==> config.mk <==
export PLATFORM = sky130hd
export DESIGN_NAME = led_pulser_multi
export DESIGN_NICKNAME = d
export VERILOG_FILES = /design/src/rtl/led_pulser_multi.sv
export SDC_FILE = /design/constraint.sdc
export NUM_CORES = 1
export LEC_CHECK = 0
export ABC_AREA = 1
export CORE_ASPECT_RATIO = 0.9
export CORE_MARGIN = 3
export CORE_UTILIZATION = 57
export CTS_CLUSTER_DIAMETER = 200
export DETAILED_ROUTE_END_ITERATION = 7
export PLACE_DENSITY = 0.95
export SLEW_MARGIN = 20
export SYNTH_ARGS = -nofsm -noshare
export SYNTH_HDL_FRONTEND = slang
export SYNTH_SLANG_ARGS = --single-unit
==> constraint.sdc <==
create_clock -name CLK120 -period 4.27 [get_ports CLK120]
set_input_delay 0.427 -clock CLK120 [delete_from_list [all_inputs] [get_ports CLK120]]
set_output_delay 0.427 -clock CLK120 [all_outputs]
set_load 0.02 [all_outputs]
==> src/rtl/led_pulser_multi.sv <==
// led_pulser_multi: NCH LED pulse channels, fired by 1PPS + delay or by a
// fire-now edge, plus a shared trigger flag raised a fixed time after a firing.
// Ports: CLK120 clock; RESET_N async active-low reset; ONE_PPS async 1PPS;
//   LED_NOW[NCH] fire-now levels; CFG_ENAPPS[NCH] PPS enables;
//   CFG_DELAY/CFG_WIDTH/CFG_COUNT/CFG_GAP packed per-channel config
//   (channel i uses slice [i*W +: W]); LED[NCH], BUSY[NCH], TRG_FLAG outputs.
// Build option: define LED_BURST_EN to build the GAP state and burst counters;
//   without it CFG_COUNT/CFG_GAP are ignored and every trigger gives one pulse.
module led_pulser_multi #(
  parameter int NCH = 2,
  parameter int DELAY_W = 24,
  parameter int WIDTH_W = 8,
  parameter int BURST_W = 8,
  parameter logic [7:0] FLAG_DELAY = 8'd10,
  parameter logic [7:0] FLAG_WIDTH = 8'd4
) (
  input  logic                   CLK120,
  input  logic                   RESET_N,
  input  logic                   ONE_PPS,
  input  logic [NCH-1:0]         LED_NOW,
  input  logic [NCH-1:0]         CFG_ENAPPS,
  input  logic [NCH*DELAY_W-1:0] CFG_DELAY,
  input  logic [NCH*WIDTH_W-1:0] CFG_WIDTH,
  input  logic [NCH*BURST_W-1:0] CFG_COUNT,
  input  logic [NCH*BURST_W-1:0] CFG_GAP,
  output logic [NCH-1:0]         LED,
  output logic [NCH-1:0]         BUSY,
  output logic                   TRG_FLAG
);

  localparam int CW0 =
    (DELAY_W > WIDTH_W) ? DELAY_W : WIDTH_W;
`ifdef LED_BURST_EN
  localparam int CNT_W =
    (CW0 > BURST_W) ? CW0 : BURST_W;
  localparam logic [BURST_W-1:0] B_ONE =
    BURST_W'(1);
`else
  localparam int CNT_W = CW0;
`endif
  localparam logic [CNT_W-1:0] C_ONE =
    CNT_W'(1);

  typedef enum logic [1:0] {
    S_IDLE  = 2'd0,
    S_DELAY = 2'd1,
    S_PULSE = 2'd2
`ifdef LED_BURST_EN
    , S_GAP = 2'd3
`endif
  } st_t;

  typedef enum logic [1:0] {
    F_IDLE = 2'd0,
    F_WAIT = 2'd1,
    F_HIGH = 2'd2
  } fst_t;

`ifndef LED_BURST_EN
  logic unused_burst_cfg;
  assign unused_burst_cfg =
    ^{CFG_COUNT, CFG_GAP};
`endif

  // 2-flop PPS synchroniser, a history flop,
  // and a registered rising-edge pulse.
  logic pps_s1, pps_s2, pps_s3, pps_rise;
  logic [NCH-1:0] now_q;
  logic [NCH-1:0] now_rise;

  always_ff @(posedge CLK120 or negedge RESET_N) begin
    if (!RESET_N) begin
      pps_s1   <= 1'b0;
      pps_s2   <= 1'b0;
      pps_s3   <= 1'b0;
      pps_rise <= 1'b0;
      now_q    <= '0;
    end else begin
      pps_s1   <= ONE_PPS;
      pps_s2   <= pps_s1;
      pps_s3   <= pps_s2;
      pps_rise <= pps_s2 & ~pps_s3;
      now_q    <= LED_NOW;
    end
  end

  assign now_rise = LED_NOW & ~now_q;

  logic [NCH-1:0] led_n;
  logic [NCH-1:0] busy_n;
  logic [NCH-1:0] first_pulse;

  for (genvar i = 0; i < NCH; i++) begin : g_ch
    st_t state, state_n;
    logic [CNT_W-1:0]   cnt, cnt_n;
    logic [WIDTH_W-1:0] w_q, w_n;
    logic [DELAY_W-1:0] d_in;
    logic [WIDTH_W-1:0] w_in;
`ifdef LED_BURST_EN
    logic [BURST_W-1:0] rem, rem_n;
    logic [BURST_W-1:0] g_q, g_n;
    logic [BURST_W-1:0] c_in, g_in;
    assign c_in = CFG_COUNT[i*BURST_W +: BURST_W];
    assign g_in = CFG_GAP[i*BURST_W +: BURST_W];
`endif
    assign d_in = CFG_DELAY[i*DELAY_W +: DELAY_W];
    assign w_in = CFG_WIDTH[i*WIDTH_W +: WIDTH_W];

    always_comb begin
      state_n = state;
      cnt_n   = cnt;
      w_n     = w_q;
`ifdef LED_BURST_EN
      rem_n   = rem;
      g_n     = g_q;
`endif
      unique case (state)
        S_IDLE: begin
          // Fire-now has priority over a
          // coincident PPS edge.
          if (now_rise[i]) begin
            state_n = S_PULSE;
            cnt_n   = CNT_W'(w_in);
            w_n     = w_in;
`ifdef LED_BURST_EN
            rem_n = (c_in == '0) ? B_ONE : c_in;
            g_n   = g_in;
`endif
          end else if (pps_rise && CFG_ENAPPS[i]) begin
            state_n = S_DELAY;
            cnt_n   = CNT_W'(d_in);
            w_n     = w_in;
`ifdef LED_BURST_EN
            rem_n = (c_in == '0) ? B_ONE : c_in;
            g_n   = g_in;
`endif
          end
        end
        S_DELAY: begin
          if (cnt != '0) begin
            cnt_n = cnt - C_ONE;
          end else begin
            state_n = S_PULSE;
            cnt_n   = CNT_W'(w_q);
          end
        end
        S_PULSE: begin
          if (cnt != '0) begin
            cnt_n = cnt - C_ONE;
          end
`ifdef LED_BURST_EN
          else if (rem > B_ONE) begin
            rem_n   = rem - B_ONE;
            state_n = S_GAP;
            cnt_n   = CNT_W'(g_q);
          end
`endif
          else begin
            state_n = S_IDLE;
          end
        end
`ifdef LED_BURST_EN
        S_GAP: begin
          if (cnt != '0) begin
            cnt_n = cnt - C_ONE;
          end else begin
            state_n = S_PULSE;
            cnt_n   = CNT_W'(w_q);
          end
        end
`endif
        default: begin
          state_n = S_IDLE;
        end
      endcase
    end

    always_ff @(posedge CLK120 or negedge RESET_N) begin
      if (!RESET_N) begin
        state <= S_IDLE;
        cnt   <= '0;
        w_q   <= '0;
`ifdef LED_BURST_EN
        rem   <= '0;
        g_q   <= '0;
`endif
      end else begin
        state <= state_n;
        cnt   <= cnt_n;
        w_q   <= w_n;
`ifdef LED_BURST_EN
        rem   <= rem_n;
        g_q   <= g_n;
`endif
      end
    end

    assign led_n[i]  = (state_n == S_PULSE);
    assign busy_n[i] = (state_n != S_IDLE);
    // Only entries from IDLE/DELAY are first
    // pulses; GAP->PULSE never arms the flag.
    assign first_pulse[i] =
      (state_n == S_PULSE) &&
      ((state == S_IDLE) || (state == S_DELAY));
  end

  fst_t fst, fst_n;
  logic [7:0] fcnt, fcnt_n;

  always_comb begin
    fst_n  = fst;
    fcnt_n = fcnt;
    unique case (fst)
      F_IDLE: begin
        if (|first_pulse) begin
          fst_n  = F_WAIT;
          fcnt_n = FLAG_DELAY;
        end
      end
      F_WAIT: begin
        if (fcnt != 8'd0) begin
          fcnt_n = fcnt - 8'd1;
        end else begin
          fst_n  = F_HIGH;
          fcnt_n = FLAG_WIDTH;
        end
      end
      F_HIGH: begin
        if (fcnt != 8'd0) begin
          fcnt_n = fcnt - 8'd1;
        end else begin
          fst_n = F_IDLE;
        end
      end
      default: begin
        fst_n = F_IDLE;
      end
    endcase
  end

  always_ff @(posedge CLK120 or negedge RESET_N) begin
    if (!RESET_N) begin
      fst      <= F_IDLE;
      fcnt     <= 8'd0;
      LED      <= '0;
      BUSY     <= '0;
      TRG_FLAG <= 1'b0;
    end else begin
      fst      <= fst_n;
      fcnt     <= fcnt_n;
      LED      <= led_n;
      BUSY     <= busy_n;
      TRG_FLAG <= (fst_n == F_HIGH);
    end
  end

endmodule
==> results of run 1 <==
==> cell usage after synthesis (all sizes together) <==
cell type | instances | share of area, %
ha | 16 | 3.5
nand2 | 147 | 10
inv | 90 | 5.8
nand4 | 14 | 2.0
a32oi | 4 | 0.61
clkbuf | 10 | 0.65
mux2 | 7 | 1.4
xnor2 | 5 | 0.76
a21oi | 41 | 3.6
a31oi | 5 | 0.54
nand3b | 1 | 0.13
dfrtp | 89 | 39
o21ai | 83 | 7.5
nor2 | 107 | 8.2
nand3 | 36 | 4.0
a311oi | 2 | 0.30
buf | 14 | 1.6
o221ai | 2 | 0.30
o22ai | 2 | 0.22
a21boi | 1 | 0.13
a221oi | 1 | 0.15
nor3 | 15 | 1.5
clkinv | 2 | 0.22
o211ai | 7 | 0.91
xor2 | 29 | 4.4
or2 | 3 | 0.32
a22oi | 9 | 1.2
a211oi | 7 | 0.91
a41oi | 1 | 0.15
==> area by class of cell <==
type,instances,area share (%)
repair buffers,80,11.37
multi-input cells,545,44.43
well taps,126,2.282
clock inverters,3,0.9419
clock buffers,11,3.659
flip-flops and latches,89,32.24
inverters,92,5.072
==> state kept, by name (all words and copies together) (netlist names), 2 cells and up <==
| name | flops |
|---|---|
| fcnt | 8 |
| BUSY | 2 |
| g_ch.state | 4 |
| g_ch.cnt | 48 |
| g_ch.w_q | 16 |
| fst | 2 |
| LED | 2 |
| now_q | 2 |
==> metal layers <==
metal  vias up  global-route usage (%)
li1       2607                       -
met1      2542                   32.83
met2       232                   43.61
met3        35                   4.839
met4         0                   9.704
met5         -                       0
==> logic make-up (layout without fill, tap and decap cells) <==
family                     count (synthesis)  after routing  synth area share [%]
and+or+nand+nor                          323            323                 26.62
AOI/OAI and AO/OA                        165            165                 16.53
buffers and inverters                    116            186                 8.317
DFF                                       89             89                 38.55
xor gates and xnor gates                  34             34                 5.155
adders and majority gates                 16             16                 3.465
muxes                                      7              7                 1.365
==> through the flow <==
stage / total power [mW] / cell area (um2)
after global routing: 5.002 / 6908
after floorplan: 3.175 / 5777
final: 4.635 / 6908
after CTS: 4.606 / 6908
after global placement: 3.609 / 6590
after detailed placement: 3.729 / 6590
==> how the worst min path moves through the flow <==
stage,startpoint,endpoint,slack [ns],depth (start not counted)
after floorplan,RESET_N,BUSY[0],0.13,0
after global placement,pps_s1,pps_s2,0.33,0
after detailed placement,pps_s1,pps_s2,0.35,0
after CTS,RESET_N,fcnt[4],0.12,1
after global routing,RESET_N,fcnt[7],0.15,1
final,RESET_N,fcnt[4],0.10,1
==> report_power, final <==
group | switching (mW) | internal [mW] | leakage (nW)
Sequential | 0.295 | 1.19 | 1.09
Clock | 0.316 | 0.537 | 0.157
Combinational | 1.48 | 0.824 | 1.88
==> flow_metrics.tcl, run 1 <==
set metrics [dict create \
    cp.buffers_inverters 4 \
    wl_met2_um 6720 \
    chipHeight_um 101.5 \
    io_buffers 75 \
    die-area_mm2 0.01138 \
    final_cell_mix "130 x nand2_1, 89 x dfrtp_1, 88 x nor2_1" \
    worstMarginPinSlew_ns 1.148 \
    cts_tree "yes" \
    max_cap_viol_count 0 \
    syn-cell-area_mm2 0.005777 \
    fp.dieW_um 112.1 \
    cp_slowest_cell "nor2_1" \
    relSlewSlack_pct 23.17 \
    cp_slowest_stage_delay_ns 0.55 \
    rows 34 \
    setup_viol 0 \
    clock_latency_ns 0.35 \
    cp_top_family "buffers and inverters" \
    n_antenna_cell 0 \
    syn_inst 750 \
    r2r_slack_ns 1.46 \
    crit_type "input port to flip-flop" \
    place_congestion 0.9442 \
    grt_pass1_vias 5269 \
    multi_input_area_mm2 0.003069 \
    grt_overflow 0 \
    critPathRequiredTime_ns 4.47 \
    wire_per_inst_um 14.91 \
    cellPowerDensity_mw_per_mm2 670.9 \
    p_leak_nw 3.131 \
    path_depth 10 \
    setup_ws_ns 1.240 \
    stdcell_count 946 \
    cts_post_setup_buffers_inserted 0 \
    yosysSeqAreaShare_pct 38.55 \
    slew_violations 0 \
    met3_length_um 929 \
    hpwl_um 10100 \
    startpoint "LED_NOW[0]" \
    grt_first_pass_wirelength_um 23950 \
    fill_cells 731 \
    maxUsedRoutingLayer "met4" \
    worstPathMaxFanout 15 \
    cts_buffers 9 \
    finalHoldViolCount 0 \
    track_usage_pct 25.62 \
    initial_core_util_pct 59.04 \
    drc 0 \
    reg2reg_to "g_ch[0].cnt[6]" \
    syn_nets 869 \
    postCtsResizedCells 0 \
    status "finished clean" \
    dp_cells 932 \
    drt_iter0_markers 527 \
    num_io_pins 108 \
    yosys.cell_types.count 44 \
    min_period_ns 3.030 \
    syn_avg_cell_area_um2 7.702 \
    worstRegToRegCells 8 \
    wl_met1_um 6082 \
    r2r_start "now_q[0]" \
    numClockSinks 89 \
    vias_per_cell 5.725 \
    path_cells "clkdlybuf4s50_1, inv_1, nor2_1, inv_1, nand3_1, nand3_1, inv_2, o21ai_0, a31oi_1, a22oi_1" \
    rsz0062_at_grt "false" \
    htreeDepth 3 \
    cts_hold_buf 0 \
    fin_setup_tns_ns 0 \
    period_share_pct 70.97 \
    clk_path_buf_depth 2 \
    antenna_found_initial 0 \
    wirelength_um 14100 \
    cp-endpoint "g_ch[0].cnt[6]" \
    timing.hold.ws_ns 0.1008 \
    ys_seq_elements 89 \
    place_ws_ns 1.026 \
    areaGrowthSynthToFinish_pct 19.58 \
    critical_path.endpoint_type "flip-flop" \
    layout_commonest_cell "nand2_1" \
    nets 936 \
    fin_worst_skew_ns 0.006764 \
    clk_pin_slew_ns 0.06 \
    startpoint_type "input port" \
    core_mm2 0.009784 \
    fmax_mhz 330.0 \
    utilization_pct 70.60 \
    clockRootBuffer "clkbuf_16" \
    firstDrtPassIters 6 \
    ys.warnings.count 0 \
    hold_class "input port to async pin" \
    seq_area_mm2 0.002227 \
    vias 5416 \
    ant_nets 0 \
    arrival_ns 3.23 \
    drive_gt1_share_pct 10.85 \
    grt_max_degree 48 \
    ir_drop_mv 0.3673 \
]
Note: power is estimated with default switching activity, not from simulation.
==> inputs of run 2 (changes only) <==
- CORE_UTILIZATION: 57 -> 48
- PLACE_DENSITY: 0.95 -> 0.87
- clock period: 4.27 -> 2.78 ns (I/O delays scaled with it)
==> flow_metrics.tcl, run 2 (synthesis results as in run 1) <==
set metrics [dict create \
    cpMostUsedCell "nand2_2" \
    cts_tree "yes" \
    layout_commonest_cell "nand2_1" \
    hold_class "flip-flop to flip-flop" \
    antenna_found_initial 0 \
    reg_top3 "g_ch.cnt (48), g_ch.w_q (16), fcnt (8)" \
    stdcell_count 983 \
    core_mm2 0.01157 \
    htreeDepth 3 \
    fmax_mhz 419.8 \
    min_period_ns 2.382 \
    fill_cells 1000 \
    rsz0062_at_grt "false" \
    ir_drop_mv 0.6113 \
    numClockSinks 89 \
    vias 5222 \
    fp.dieW_um 121.6 \
    track_usage_pct 21.17 \
    drive_gt1_share_pct 11.61 \
    status "finished clean" \
    largest_reg_flops 48 \
    grt_max_degree 55 \
    utilization_pct 60.27 \
    postLayoutCellArea_mm2 0.006975 \
    drt_iter0_markers 437 \
    relSlewSlack_pct 52.58 \
    grt_first_pass_wirelength_um 22980 \
    drc 0 \
    period_share_pct 85.69 \
    setup_viol 0 \
    areaGrowthSynthToFinish_pct 20.75 \
    p_leak_nw 3.140 \
    worstRegToRegCells 11 \
    hpwl_um 9810 \
    cellPowerDensity_mw_per_mm2 996.9 \
    cp_slowest_stage_delay_ns 0.41 \
    path_cells "inv_1, ha_1, nand2_2, nor2_4, nand2_1, nor2_2, nand3_1, nand2_2, buf_4, nor2_1, a32oi_1" \
    io_buffers 75 \
    final_cell_mix "130 x nand2_1, 89 x dfrtp_1, 87 x nor2_1" \
    clk_path_buf_depth 2 \
    arrival_ns 2.65 \
    finalHoldViolCount 0 \
    wire_per_inst_um 13.60 \
    crit_type "flip-flop to flip-flop" \
    grt_overflow 0 \
    grt_pass1_vias 5059 \
    firstDrtPassIters 5 \
    worstMarginPinSlew_ns 0.7112 \
    chipHeight_um 110.1 \
    fin_worst_skew_ns 0.01103 \
    clockRootBuffer "clkbuf_16" \
    top_register "g_ch.cnt" \
    vias_per_cell 5.312 \
    cp_top_family "simple AND/OR/NAND/NOR gates" \
    clk_pin_slew_ns 0.07 \
    ant_nets 0 \
    clock_latency_ns 0.35 \
    path_depth 11 \
    place_congestion 0.8826 \
    cp_slowest_cell "dfrtp_1" \
    p_total_mw 6.954 \
    worstPathMaxFanout 22 \
    cp.buffers_inverters 2 \
    fin_setup_tns_ns 0 \
    wirelength_um 13370 \
    die-area_mm2 0.01339 \
    dpl_cell_area_mm2 0.006683 \
    rows 37 \
    cts_buffers 9 \
    n_antenna_cell 0 \
    worstHoldPathCells 0 \
    nets 941 \
    critPathRequiredTime_ns 3.05 \
    num_io_pins 108 \
    startpoint_type "flip-flop" \
    slew_violations 0 \
    setup_ws_ns 0.3978 \
    critical_path.endpoint_type "flip-flop" \
    dp_cells 966 \
    timing.hold.ws_ns 0.3517 \
    place_ws_ns 0.2921 \
    initial_core_util_pct 49.91 \
    max_cap_viol_count 0 \
]
run 2: cell count changes in the layout (fill, tap and decap cells not counted), sizes merged, moves of 2 or more:
cell / change
buf: +4
clkbuf: -2
clkinv: +2
clkinvlp: +2
bufinv: -2
inv: +2
run 2: final cells by class:
class / instances / area (um2) / area share [%]
Clock buffer: 9 / 225.2 / 3.229
Clock inverter: 7 / 55.05 / 0.7892
Inverter: 92 / 350.3 / 5.022
Multi-Input combinational cell: 545 / 3072 / 44.04
Sequential cell: 89 / 2227 / 31.93
Tap cell: 156 / 195.2 / 2.798
Timing Repair Buffer: 85 / 850.8 / 12.20
run 2: timing repair:
item	CTS	global route
gates resized for setup	0	1
hold endpoints to repair	10	0
hold buffers	1	0
setup endpoints to repair	0	1
setup buffers	0	0
run 2: power breakdown:
| group | switching, mW | internal (mW) | total (mW) |
|---|---|---|---|
| clock | 0.537 | 0.613 | 1.15 |
| sequential | 0.450 | 1.82 | 2.27 |
| combinational | 2.21 | 1.33 | 3.53 |
run 2: worst reg2reg max path, delay by kind of cell (launching register included):
| kind | cells | cell delay (ns) |
|---|---|---|
| flops | 1 | 0.41 |
| compound gates | 1 | 0.20 |
| simple gates | 7 | 1.10 |
| buf+inv | 2 | 0.40 |
| fa+ha+maj | 1 | 0.20 |
run 2: final timing paths:
check / start / endpoint / slack [ns]
min: pps_s1 / pps_s2 / 0.35
max in group asynchronous: RESET_N / fcnt[7] / 1.63
min in group asynchronous: RESET_N / g_ch[0].cnt[10] / 0.52
max: g_ch[1].cnt[0] / g_ch[1].cnt[5] / 0.40
max reg2reg: g_ch[1].cnt[0] / g_ch[1].cnt[5] / 0.40
min reg2reg: pps_s1 / pps_s2 / 0.35
run 2: layer usage:
layer / vias up / share of wire (%) / track usage (%)
li1: 2615 / - / -
met1: 2425 / 46 / 28.16
met2: 158 / 46 / 34.00
met3: 24 / 6.0 / 5.612
met4: 0 / 1.7 / 6.720
met5: - / 0 / 0
